===== src/rtl/aes_pkg.sv =====
// aes_pkg -- shared definitions for the AES round scheduler.
//   NR_DEFAULT   : default round count (AES-128)
//   aes_state_e  : scheduler FSM state encoding
//   RCON_TABLE   : key-expansion round constants indexed by round number;
//                  entry 0 and entries 11..15 are zero so any 4-bit round
//                  number can index the table directly.
package aes_pkg;

    localparam int NR_DEFAULT = 10;

    typedef enum logic [2:0] {
        ST_IDLE  = 3'd0,
        ST_INIT  = 3'd1,
        ST_ROUND = 3'd2,
        ST_FINAL = 3'd3,
        ST_DONE  = 3'd4
    } aes_state_e;

    localparam logic [7:0] RCON_TABLE [16] = '{
        8'h00, 8'h01, 8'h02, 8'h04, 8'h08, 8'h10, 8'h20, 8'h40,
        8'h80, 8'h1b, 8'h36, 8'h00, 8'h00, 8'h00, 8'h00, 8'h00
    };

endpackage


===== src/rtl/aes_rcon_rom.sv =====
// aes_rcon_rom -- combinational round-number to round-constant lookup.
//   round : input, 4 bits, round number (0 and 11..15 give 00)
//   rcon  : output, 8 bits, key-expansion round constant
module aes_rcon_rom
    import aes_pkg::*;
(
    input  logic [3:0] round,
    output logic [7:0] rcon
);

    assign rcon = RCON_TABLE[round];

endmodule


===== src/rtl/aes_round_sched.sv =====
// aes_round_sched -- control FSM sequencing an iterative AES datapath.
//
// Optional feature: define AES_BLK_CNT_EN to add the blk_cnt output, a
// 16-bit wrapping count of delivered ciphertext blocks.
//
// Ports:
//   clk        : input,  clock, rising edge
//   rst        : input,  asynchronous active-low reset
//   in_valid   : input,  producer presents plaintext+key
//   in_ready   : output, scheduler accepts a block
//   out_valid  : output, datapath state register holds the ciphertext
//   out_ready  : input,  consumer takes the ciphertext
//   flush      : input,  synchronous abort of the block in flight
//   dp_init    : output, datapath loads state = pt ^ key and the key reg
//   dp_en      : output, datapath state / round-key registers update
//   dp_round   : output, 4 bits, current round number (0 when not in a round)
//   dp_last    : output, final round, MixColumns bypassed
//   dp_rcon    : output, 8 bits, round constant for dp_round
//   busy       : output, high in every state except IDLE
//   dbg_state  : output, 3 bits, raw FSM state for observation
//   blk_cnt    : output, 16 bits, delivered block count (AES_BLK_CNT_EN only)
//
// Handshakes: a transfer happens on a rising clk edge where valid and ready
// are both high and flush is low; the producer holds valid (and its data)
// until that edge. in_valid is ignored while a block is in flight, except
// in DONE where it selects a back-to-back restart.
module aes_round_sched
    import aes_pkg::*;
#(
    parameter int NR = NR_DEFAULT
) (
    input  logic       clk,
    input  logic       rst,
    input  logic       in_valid,
    output logic       in_ready,
    output logic       out_valid,
    input  logic       out_ready,
    input  logic       flush,
    output logic       dp_init,
    output logic       dp_en,
    output logic [3:0] dp_round,
    output logic       dp_last,
    output logic [7:0] dp_rcon,
    output logic       busy,
    output logic [2:0] dbg_state
`ifdef AES_BLK_CNT_EN
    ,
    output logic [15:0] blk_cnt
`endif
);

    localparam logic [3:0] LAST_MID = 4'(NR - 1);  // last non-final round
    localparam logic [3:0] NR_ROUND = 4'(NR);

    aes_state_e state_q, state_d;
    logic [3:0] cnt_q, cnt_d;

    always_comb begin
        state_d = state_q;
        cnt_d   = cnt_q;
        case (state_q)
            ST_IDLE: begin
                if (in_valid) state_d = ST_INIT;
            end
            ST_INIT: begin
                state_d = ST_ROUND;
                cnt_d   = 4'd1;
            end
            ST_ROUND: begin
                cnt_d = cnt_q + 4'd1;
                if (cnt_q == LAST_MID) begin
                    state_d = ST_FINAL;
                    cnt_d   = 4'd0;
                end
            end
            ST_FINAL: begin
                state_d = ST_DONE;
            end
            ST_DONE: begin
                // Back-to-back restart skips IDLE entirely.
                if (out_ready) state_d = in_valid ? ST_INIT : ST_IDLE;
            end
            default: begin
                state_d = ST_IDLE;
                cnt_d   = 4'd0;
            end
        endcase
        // Flush wins over both handshakes: the block is dropped.
        if (flush) begin
            state_d = ST_IDLE;
            cnt_d   = 4'd0;
        end
    end

    always_ff @(posedge clk or negedge rst) begin
        if (!rst) begin
            state_q <= ST_IDLE;
            cnt_q   <= 4'd0;
        end else begin
            state_q <= state_d;
            cnt_q   <= cnt_d;
        end
    end

    // All outputs decode state only; in_ready also looks at out_ready and is
    // held low while reset is applied even though the state reads IDLE.
    assign in_ready  = rst & ((state_q == ST_IDLE) | ((state_q == ST_DONE) & out_ready));
    assign out_valid = (state_q == ST_DONE);
    assign busy      = (state_q != ST_IDLE);
    assign dp_init   = (state_q == ST_INIT);
    assign dp_en     = (state_q == ST_INIT) | (state_q == ST_ROUND) | (state_q == ST_FINAL);
    assign dp_last   = (state_q == ST_FINAL);
    assign dp_round  = (state_q == ST_ROUND) ? cnt_q :
                       (state_q == ST_FINAL) ? NR_ROUND : 4'd0;
    assign dbg_state = state_q;

    aes_rcon_rom u_rcon_rom (
        .round (dp_round),
        .rcon  (dp_rcon)
    );

`ifdef AES_BLK_CNT_EN
    logic [15:0] blk_cnt_q, blk_cnt_d;
    logic        deliver;

    assign deliver = (state_q == ST_DONE) & out_ready & ~flush;

    always_comb begin
        blk_cnt_d = blk_cnt_q;
        if (deliver) blk_cnt_d = blk_cnt_q + 16'd1;
    end

    always_ff @(posedge clk or negedge rst) begin
        if (!rst) blk_cnt_q <= 16'd0;
        else      blk_cnt_q <= blk_cnt_d;
    end

    assign blk_cnt = blk_cnt_q;
`endif

endmodule


===== config.mk =====
export PLATFORM = sky130hd
export DESIGN_NAME = aes_round_sched
export DESIGN_NICKNAME = d
export VERILOG_FILES = /design/src/rtl/aes_pkg.sv /design/src/rtl/aes_rcon_rom.sv /design/src/rtl/aes_round_sched.sv
export SDC_FILE = /design/constraint.sdc
export NUM_CORES = 1
export LEC_CHECK = 0
export ABC_AREA = 1
export CORE_MARGIN = 4
export CORE_UTILIZATION = 35
export CTS_BUF_LIST = sky130_fd_sc_hd__clkbuf_8
export CTS_CLUSTER_DIAMETER = 120
export DETAILED_ROUTE_END_ITERATION = 12
export GPL_TIMING_DRIVEN = 0
export MAX_ROUTING_LAYER = met4
export PLACE_DENSITY = 0.75
export REMOVE_ABC_BUFFERS = 1
export SYNTH_ARGS = -nofsm -noshare
export SYNTH_HDL_FRONTEND = slang
export SYNTH_SLANG_ARGS = --single-unit

===== constraint.sdc =====
create_clock -name clk -period 1.2 [get_ports clk]
set_input_delay 0.24 -clock clk [delete_from_list [all_inputs] [get_ports clk]]
set_output_delay 0.24 -clock clk [all_outputs]
set_load 0.01 [all_outputs]

Word-level counts from Yosys, hierarchy flattened
Memory sizes are Yosys's and may differ from the RTL's.
Index checks and enable logic that the tools add are counted.
Widths: inputs -> output; s select.
{"block": "word_totals", "reg_bits": 7, "romBits": 128, "input_bits": 5, "out_inout_bits": 21, "wordCells": 37, "memories": 1}
{"block": "op_classes", "n_addsub": 1, "magnitude_cmp": 1, "eq_ne": 9, "mux": 13, "n_bitwise": 6, "reduce_logical": 4}
{"name": "(no name shown)", "words": 16, "width": 8, "rd": 1, "rd_clocked_by_memory_dff": 0, "wr": 0, "line_no": "aes_rcon_rom.sv:11", "rtl": "assign rcon = RCON_TABLE[round];"}
{"operator": "$mux 4", "n": 4}
{"operator": "$mux 8", "n": 2}
{"operator": "$pmux 3 s5", "n": 1}
{"operator": "$mux 3", "n": 4}
{"operator": "$pmux 4 s3", "n": 1}
{"operator": "$eq 3x2->1 const B", "n": 2}
{"operator": "$ne 3x3->1 const B", "n": 2}
{"operator": "$ge 5x5->1 const B", "n": 1}
{"operator": "$not 4->5", "n": 1}
{"operator": "$add 4x1->4 const B", "n": 1}
{"operator": "$eq 4x4->1 const B", "n": 1}
{"operator": "$eq 3x1->1 const B", "n": 1}
{"operator": "$eq 3x3->1 const B", "n": 1}
{"operator": "$logic_not 3->1", "n": 1}
{"operator": "$ne 3x1->1 const B", "n": 1}
{"operator": "$or 1x1->1", "n": 3}
{"operator": "$reduce_and 3->1", "n": 1}
{"operator": "$reduce_bool 3->1", "n": 1}
{"operator": "$reduce_or 3->1", "n": 1}
{"operator": "$and 1x1->1", "n": 2}
{"operator": "$ne 2x1->1 const B", "n": 1}
{"operator": "$mux 1", "n": 1}

Logic depth before layout (Yosys ltp)
Gate-level depths: netlist (run 1).
{"block": "logic_depth", "depth_word": 7, "depth_mapped": 7, "mapped_depth_nobuf": 7}

Cells and area by module
A second synthesis (run 1) with hierarchy kept.
{"block": "unflattened", "cells_unflattened": 96, "area_unflattened_um2": 640.6}
{"mod": "aes_round_sched", "instances": 1, "cells_per_inst": 67, "area_each_um2": 480.5, "seq_area_each_um2": 175.2}
{"mod": "aes_rcon_rom", "instances": 1, "cells_per_inst": 29, "area_each_um2": 160.2, "seq_area_each_um2": 0.0}

Worst setup path after synthesis (run 1)
Ideal clock, no wire load.
{"block": "synth_path", "path_type": "reg2out", "startpoint": "register state_q[2] (netlist: dbg_state[2])", "endpoint": "output port dp_rcon[3]", "arrival_time_ns": 1.292, "t_required_ns": 0.960, "path_slack_ns": -0.332, "path_stages_with_launch": 6, "path_buffers": 0, "cell_sequence": "dfrtp_1 -> nor2_2 -> nand2_1 -> nor2_4 -> nand2_1 -> o21ai_0"}
{"element": "from (decl)", "line_no": "aes_round_sched.sv:55", "rtl": "aes_state_e state_q, state_d;"}
{"element": "from (signal assigned)", "line_no": "aes_round_sched.sv:100", "rtl": "state_q <= state_d;"}
{"element": "$eq 3x2->1", "line_no": "aes_round_sched.sv:113", "rtl": "assign dp_round = (state_q == ST_ROUND) ? cnt_q :"}
{"element": "$mux 4", "line_no": "aes_round_sched.sv:113"}
{"element": "net dp_round[2]", "line_no": "aes_round_sched.sv:41", "rtl": "output logic [3:0] dp_round,"}
{"element": "$not 4->5 (implied by the code)", "line_no": "aes_rcon_rom.sv:11"}
{"element": "$mem_v2 16x8"}
{"element": "$mux 8 (implied by the code) (2 in series)", "line_no": "aes_rcon_rom.sv:11"}
{"element": "to (decl)", "line_no": "aes_round_sched.sv:43", "rtl": "output logic [7:0] dp_rcon,"}
The timed path passes the listed nets, and every way through them passes these cells. The select of a mux whose other input is x is not followed.

Final worst setup path (run 1)
{"block": "layout_path", "startpoint": "register state_q[2] (netlist: dbg_state[2])", "endpoint": "output port dp_rcon[6]"}
{"block": "layout_between", "elab_chain_len": 7}
{"element": "$eq 3x2->1", "line_no": "aes_round_sched.sv:114", "rtl": "(state_q == ST_FINAL) ? NR_ROUND : 4'd0;"}
{"element": "$mux 4", "line_no": "aes_round_sched.sv:114"}
{"element": "$mux 4 *", "line_no": "aes_round_sched.sv:113"}
{"element": "$not 4->5 (implied by the code) *", "line_no": "aes_rcon_rom.sv:11"}
{"element": "$mem_v2 16x8 *"}
{"element": "$mux 8 (implied by the code) * (2 in series)", "line_no": "aes_rcon_rom.sv:11"}
Mark *: on every way between the ends. The rest lies on a longest branch, timed or not. The select of a mux whose other input is x is not followed.

==> run metrics, run 1 <==
status=finished with violations; failing checks=setup timing; Post-Layout Cell Count=156; fin nets=between 100 and 150; ANT nets after route=0; largest area contributor in the netlist=dfrtp_1; final worst-path cycle share=152%; final hold vios=0; antenna violations before repair=0; Starting Density=37.6%; placed cells=130; pre-CTS WS=-799 ps; vias in the first global route=822; Die Wd=48.5 microns; Worst-Skew Late Latency=220 ps; register area share after synthesis=30.6%; Worst-path clk slew=40 ps; Final Wtd Congestion=roughly 0.8; Mapped Cells=slightly below 90; Synth Cell Area=573 sq um; layout cell share with drive strength beyond 1=around 60%; Synth area leaders=dfrtp_1, nand2_1, inv_1; Setup Viol. Count Final=27; crit path max fanout=4; Worst Path Required=960 ps; Buffers on Ports=25; Final Skew=1.05 ps; kind of critical path=reg2out; first-pass GRT wire length=between 3 and 4 mm; clk buf depth=2; Reg area=179 sq um; CP Capture Type=output port; global-route total usage across every layer=18.3%; LEAKAGE=0.648 nW; Post-synth EDFFs=0; die area=2350 sq um; Tmin final=1820 ps; # diodes=0; Slew headroom=between 70% and 80%; die height=48.5 microns; number of fill cells=96; TritonCTS clock tree=yes; First DRT Iteration DRCs=21; Power Density=1210 nW/um^2; Rows=14; Synth warnings=0; wire per inst=around 16 microns; DRT Pass-1 Iters=4; syn_area_per_cell=6.44 sq um; post-placement cell area=between 800 and 900 sq um; DR DRC count=0; final wirelength=between 2 and 3 mm; Post-DP HPWL=1.25 mm; Core ar.=1520 sq um; synthesis-stage register bit count=7; clock buffer count from CTS=3; unrepaired setup endpoints after global routing=true; max-capacitance violation count=0; Top Ports=26; footprint of the multi-input gates=~490 sq um; Final Cell Area=between 1000 and 1500 sq um; FMAX=550 MHz; Worst IR Drop VDD=959 uV; largest net degree at the start of global routing=9; Worst Slack Setup Final=-620 ps; Post-synth top flop=dfrtp_1; Yosys top cell area share=30.6%; H-Tree Level Count=1; crit path DAT=about 1600 ps; startpoint types=register; count leader, synth=nand2_1; routed vias=837; Max Transition Viols Final=0; clock root cell=clkbuf_8; Synth top cells by count=nand2_1, inv_1, nor2_1; Worst-Margin Slew=352 ps; vias per inst=about 5.4; Min Hold Slack=27.3 ps; synthesis-to-finish area growth=110%; CTS sink count=7; Synth cell types=20; setup_tns=-8560 ps; R2R setup slack=-240 ps; asr flop ratio synth=100%; min-delay worst type=in2async; GRT Residual Overflow=0; reg2reg path depth=7
==> final cells by class <==
type / count / share of cell area [%]
multi-input combinational: 67 / 40.4
timing repair buffer: 47 / 34.0
sequential: 7 / 14.9
inverter: 15 / 5.31
clock buffer: 3 / 3.44
tap: 16 / 1.67
clock inverter: 1 / 0.313
==> critical path, cell delays in order, from the launching register on <==
cell and delay (ps):
dfrtp_2 450, nor2_4 200, nand2_4 90, nor2_4 130, nand2_1 110, nor3_1 190
buf_2 180
==> flip-flops by register name, indices dropped and copies added (netlist names) <==
| register | flops |
|---|---|
| cnt_q | 4 |
| dbg_state | 3 |
==> kinds of logic (layout without fill, tap and decap cells) <==
family	after synthesis	in the layout	synth area share (%)
compound gates	13	13	12.9
xor+xnor	1	1	1.53
fa+ha+maj	2	2	4.37
buf+inv	15	66	9.82
flops	7	7	30.6
simple gates	51	51	40.8
==> routing by layer <==
layer	GRT usage [%]	vias to the layer above	share of wire, %
met4	6.28	0	2.1
met1	17.3	401	35
met3	5.21	6	6.8
met2	34.6	36	57
met5	-	-	0
li1	-	394	-
==> cell usage in the layout, fill, tap and decap left out, types with 6 or more instances in the layout <==
cell	synthesis	final
nand2_4	0	6
nand2_1	23	13
nor2_4	1	6
inv_1	14	7
buf_2	0	12
buf_4	0	10
buf_6	0	20
inv_2	1	6
==> path summary, 6_finish.rpt <==
path	start	to
min in group clk	cnt_q[3]	cnt_q[3]
worst max register to register	dbg_state[0]	cnt_q[2]
worst min-delay path	rst	cnt_q[0]
worst min register to register	cnt_q[3]	cnt_q[3]
worst max-delay path	dbg_state[2]	dp_rcon[6]
max in group asynchronous	rst	dbg_state[2]
==> what timing repair did <==
| item | CTS | global route |
|---|---|---|
| resized for setup | 112 | 42 |
| endpoints found under the setup margin | 26 | 28 |
| pin swaps | 13 | 10 |
| cloned | 0 | 0 |
| endpoints found under the hold margin | 0 | 0 |
| hold buffers | 0 | 0 |
| buffers inserted | 18 | 6 |
==> per-stage QoR <==
step / total power [mW] / util (%)
after global placement: 0.739 / 55.3
after detailed placement: 0.743 / 55.3
final: 1.45 / 78.8
after global routing: 1.55 / 78.8
after floorplan: 0.533 / -
after CTS: 1.20 / 68.1
==> power breakdown <==
group | total [mW] | switching, mW | internal (mW)
Clock | 0.311 | 0.0908 | 0.220
Sequential | 0.347 | 0.0794 | 0.268
Combinational | 0.795 | 0.392 | 0.403
Total | 1.45 | 0.562 | 0.891
No activity file was read; power rests on OpenSTA's default activity.
==> run 2: changes to the inputs <==
- SLEW_MARGIN: not set -> 10
==> results of run 2 <==
No change in the layout: final DEF, timing and power equal those of run 1.
